## config.mk

```make
export PLATFORM = sky130hd
export DESIGN_NAME = fifo_pop_engine
export DESIGN_NICKNAME = d
export VERILOG_FILES = /design/src/rtl/global_pkg.sv /design/src/rtl/fifo_pkg.sv /design/src/rtl/fifo_out_buf.sv /design/src/rtl/fifo_pop_engine.sv
export SDC_FILE = /design/constraint.sdc
export NUM_CORES = 1
export LEC_CHECK = 0
export ABC_CLOCK_PERIOD_IN_PS = 4410
export CORE_MARGIN = 3
export CORE_UTILIZATION = 50
export CTS_CLUSTER_SIZE = 25
export DETAILED_ROUTE_END_ITERATION = 10
export GPL_ROUTABILITY_DRIVEN = 0
export HOLD_SLACK_MARGIN = 0.03
export PLACE_DENSITY = 0.84
export SKIP_CTS_REPAIR_TIMING = 1
export SYNTH_ARGS = -nofsm -noshare
export SYNTH_HDL_FRONTEND = slang
export SYNTH_SLANG_ARGS = --single-unit
```

## constraint.sdc

```tcl
create_clock -name clk -period 4.41 [get_ports clk]
set_input_delay 0.882 -clock clk [delete_from_list [all_inputs] [get_ports clk]]
set_output_delay 0.882 -clock clk [all_outputs]
set_load 0.01 [all_outputs]
```

## src/rtl/global_pkg.sv

```systemverilog
// Project-wide sizing shared by the FIFO memory vector and its controllers.
package global_pkg;
  localparam int VECTOR_SIZE = 8;
  localparam int DATA_W      = 8;
endpackage

```

## src/rtl/fifo_pkg.sv

```systemverilog
// Types and derived widths for the FIFO read/write controllers.
package fifo_pkg;
  import global_pkg::*;

  localparam int DEPTH     = VECTOR_SIZE;
  localparam int ADDR_W    = $clog2(VECTOR_SIZE);
  localparam int BUF_DEPTH = 2;

  // Extra MSB is the wrap bit that lets the push side tell full from empty.
  typedef logic [ADDR_W:0]   ptr_t;
  typedef logic [ADDR_W-1:0] address_t;
  typedef logic [DATA_W-1:0] data_t;
  typedef logic [1:0]        cnt_t;
endpackage

```

## src/rtl/fifo_out_buf.sv

```systemverilog
// Two-entry output buffer; the head register drives the consumer data directly.
module fifo_out_buf
  import fifo_pkg::*;
(
  input  logic  clk,
  input  logic  rst,
  input  logic  clear,
  input  logic  wr_en,
  input  data_t wr_data,
  input  logic  rd_fire,
  output data_t head,
  output cnt_t  cnt
);

  data_t head_reg;
  data_t tail_reg;
  cnt_t  cnt_reg;

  always_ff @(posedge clk) begin
    if (rst) begin
      head_reg <= '0;
      tail_reg <= '0;
      cnt_reg  <= '0;
    end else if (clear) begin
      cnt_reg <= '0;
    end else begin
      case ({wr_en, rd_fire})
        2'b10: begin
          if (cnt_reg == 2'd0) head_reg <= wr_data;
          else                 tail_reg <= wr_data;
          cnt_reg <= cnt_reg + 2'd1;
        end
        2'b01: begin
          head_reg <= tail_reg;
          cnt_reg  <= cnt_reg - 2'd1;
        end
        2'b11: begin
          // Capture and fire together: count holds, the queue shifts by one.
          if (cnt_reg == 2'd2) begin
            head_reg <= tail_reg;
            tail_reg <= wr_data;
          end else begin
            head_reg <= wr_data;
          end
        end
        default: ;
      endcase
    end
  end

  assign head = head_reg;
  assign cnt  = cnt_reg;

endmodule

```

## src/rtl/fifo_pop_engine.sv

```systemverilog
// Read-side FIFO controller: pop pointer, read issue, latency absorption and
// a valid/ready consumer port.
module fifo_pop_engine
  import fifo_pkg::*;
(
  input  logic     clk,
  input  logic     rst,
  input  logic     flush,
  input  ptr_t     wr_ptr,
  input  data_t    ram_data,
  output logic     rd_en,
  output address_t count_pop,
  output ptr_t     rd_ptr,
  output logic     empty,
  output ptr_t     level,
  output logic     pop_valid,
  input  logic     pop_ready,
  output data_t    pop_data
);

  ptr_t       rd_ptr_reg;
  logic       inflight_reg;
  cnt_t       buf_cnt;
  logic       fire;
  logic [2:0] occupancy;

  assign fire      = pop_valid & pop_ready;
  assign empty     = (rd_ptr_reg == wr_ptr);
  assign level     = wr_ptr - rd_ptr_reg;
  assign count_pop = rd_ptr_reg[ADDR_W-1:0];
  assign rd_ptr    = rd_ptr_reg;

  // Words already owed to the buffer after this edge; at most two may be outstanding.
  assign occupancy = {1'b0, buf_cnt} + {2'b00, inflight_reg} - {2'b00, fire};
  assign rd_en     = !rst & !empty & !flush & (occupancy < 3'd2);

  always_ff @(posedge clk) begin
    if (rst) begin
      rd_ptr_reg   <= '0;
      inflight_reg <= 1'b0;
    end else if (flush) begin
      rd_ptr_reg   <= wr_ptr;
      inflight_reg <= 1'b0;
    end else begin
      inflight_reg <= rd_en;
      if (rd_en) rd_ptr_reg <= rd_ptr_reg + ptr_t'(1);
    end
  end

  fifo_out_buf u_out_buf (
    .clk     (clk),
    .rst     (rst),
    .clear   (flush),
    .wr_en   (inflight_reg),
    .wr_data (ram_data),
    .rd_fire (fire),
    .head    (pop_data),
    .cnt     (buf_cnt)
  );

  assign pop_valid = (buf_cnt != 2'd0);

endmodule
```

==> flow_summary.json <==
{
  "yosysUniqueCellTypes": 39,
  "wl_per_cell_um": 13.7,
  "drt_iter0_markers": 11,
  "layout_setup_ws_ns": 0.174,
  "final_area_um2": 1660,
  "synthArstFlopShare": 0,
  "drc_errors": 0,
  "wl_met1_mm": 1.22,
  "top_layer_used": "met4",
  "start_kind": "input pin",
  "yosys.area_share.simple": 0.169,
  "synthXorXnorAreaFrac": 0.0335,
  "crit_required_ns": 3.53,
  "critPathMaxFanout": 5,
  "track_usage": 0.171,
  "finalClockSkew_ns": 0.000851,
  "cts_made_buffers": 3,
  "grt_pass1_wl_mm": 4.51,
  "synth_top_family_by_area": "simple AND/OR/NAND/NOR gates",
  "met2RoutedLength_mm": 1.38,
  "placed_cells": 195,
  "regToRegSetupSlack_ns": 2.06,
  "fin_crit_ns": 4.24,
  "clkLatencyLatePin_ns": 0.31,
  "setup_violations": 0,
  "synth_compound_area_frac": 0.153,
  "synth_mux_area_frac": 0.122,
  "crit_type": "input pin to output pin",
  "power.leakage_nw": 0.766,
  "routed_wl_mm": 2.73,
  "rsz0062_at_grt": "false",
  "synth_area_um2": 1310,
  "cts.sinks": 23,
  "setup_tns_ns": 0,
  "r2r_start": "u_out_buf.cnt[1]$_SDFFE_PP0P_",
  "syn_inst": 139,
  "syn_nets": 161,
  "grt_overflow": 0,
  "fmax_mhz": 236,
  "cp.arrival_ns": 3.35,
  "coreArea_um2": 2340,
  "slew_headroom": 0.614,
  "portBuffers": 37,
  "finalHoldWorstSlack_ns": 0.506,
  "worstSetupEndpointType": "output pin",
  "wl_met3_um": 118,
  "ios": 38,
  "irDropWorstVdd_mv": 0.226,
  "ant_nets": 0,
  "grt_pass1_vias": 1044,
  "p_per_area_nw_per_um2": 264,
  "antenna_found_initial": 0,
  "synth-main-ff-cell": "dfxtp_1",
  "die-area_um2": 3260,
  "hold_violations": 0,
  "tightest_slew_ns": 0.576,
  "syn_area_per_cell_um2": 9.41,
  "num_rows": 17,
  "cts_tree": "done",
  "synth_edf_count": 0,
  "layout-drive-gt1-share": 0.0760,
  "synth_fa_ha_area_frac": 0.0689,
  "cts_buffer_depth": 2,
  "via_count": 1084,
  "finalPower_mw": 0.439,
  "antenna_cells": 0,
  "yosysSeqAreaShare": 0.352,
  "cts-root-buf": "clkbuf_4",
  "min_from": "u_out_buf.head[4]$_SDFFE_PP0P_",
  "fin_cells": 199,
  "hold_class": "flip-flop to flip-flop",
  "firstDrtPassIters": 4,
  "finalNetCount": 194,
  "yosys_warnings": 0,
  "area_delta_synth_final_pct": 27.1,
  "clk_pin_slew_worst_paths_ns": 0.13,
  "critPathLaunch": "pop_ready",
  "status": "completed",
  "drv_cap": 0,
  "via_per_inst": 5.45,
  "initial_core_util": 0.559,
  "synth_seq_cells": 23,
  "period_share": 0.961,
  "final_util": 0.710,
  "fp.dieW_um": 57.1,
  "place_area_um2": 1630,
  "grt_max_degree": 24,
  "die_y_um": 57.1,
  "post-dp-hpwl_mm": 2.10,
  "pre_cts_ws_ns": 0.189,
  "slew_viol_final": 0,
  "htree_num_levels": 1,
  "fillerInstances": 189
}
==> report_power, final <==
| part | leakage [nW] | internal, mW | switching [mW] | total, mW |
|---|---|---|---|---|
| registers | 0.188 | 0.217 | 0.00940 | 0.226 |
| logic | 0.561 | 0.0648 | 0.0501 | 0.115 |
| clock network | 0.0177 | 0.0339 | 0.0640 | 0.0978 |
==> cell usage after synthesis (3+ instances only) <==
master    instances  area [um^2]
xnor2_1           3         26.3
dfxtp_1          23          460
a21o_1            3         22.5
mux2i_1          16          160
nor2_1           19         71.3
nor3_1            4         20.0
a211oi_1          8         60.1
ha_1              4         50.1
nand2_1           4         15.0
buf_4             4         30.0
nand3_1           3         15.0
o21ai_0           3         15.0
inv_1            10         37.5
==> logic make-up after synthesis <==
group / Yosys count
and+or+nand+nor: 43
AOI/OAI and AO/OA: 25
DFF: 23
buffers and inverters: 21
muxes: 16
adders and majority gates: 6
xor gates and xnor gates: 5
==> worst max-delay path: stages <==
cell and delay [ns]:
clkdlybuf4s50_1 0.55, and3b_1 0.24, a21o_1 0.13, nand2_1 0.07, fa_1 0.39, xnor2_1 0.18
nand3_1 0.14, nor2_1 0.19, clkdlybuf4s50_1 0.57
==> layout by cell type, fill, tap and decap left out, drive strengths merged, types with 2 or more instances in the layout <==
master,count
clkdlybuf4s50,37
dfxtp,23
nor2,19
mux2i,16
inv,10
a211oi,10
nand2,4
nor3,4
ha,4
a21o,4
nand3,4
xnor2,3
o21ai,3
clkbuf,3
a21oi,3
xor2,2
and3b,2
nand4,2
fa,2
buf,2
or2,2
==> cell type report <==
| cell class | instances | area [um^2] | area share |
|---|---|---|---|
| multi-input combinational | 95 | 716 | 0.431 |
| timing repair buffer | 39 | 385 | 0.232 |
| inverter | 10 | 37.5 | 0.0226 |
| sequential | 23 | 460 | 0.277 |
| clock inverter | 1 | 5.00 | 0.00301 |
| tap | 28 | 35.0 | 0.0211 |
| clock buffer | 3 | 22.5 | 0.0136 |
==> per-layer routing <==
layer,global-route usage,vias up
met5,0,-
met4,0.0497,0
met3,0.0430,2
met2,0.292,21
met1,0.212,506
li1,-,555
==> worst paths after layout <==
check                                                 endpoint  depth (start not counted)
worst min register to register  u_out_buf.head[4]$_SDFFE_PP0P_                          2
worst max register to register          rd_ptr[3]$_SDFFE_PP0P_                          8
worst min-delay path            u_out_buf.head[4]$_SDFFE_PP0P_                          2
worst max-delay path                                     rd_en                          9
Note: power is estimated with default switching activity, not from simulation.
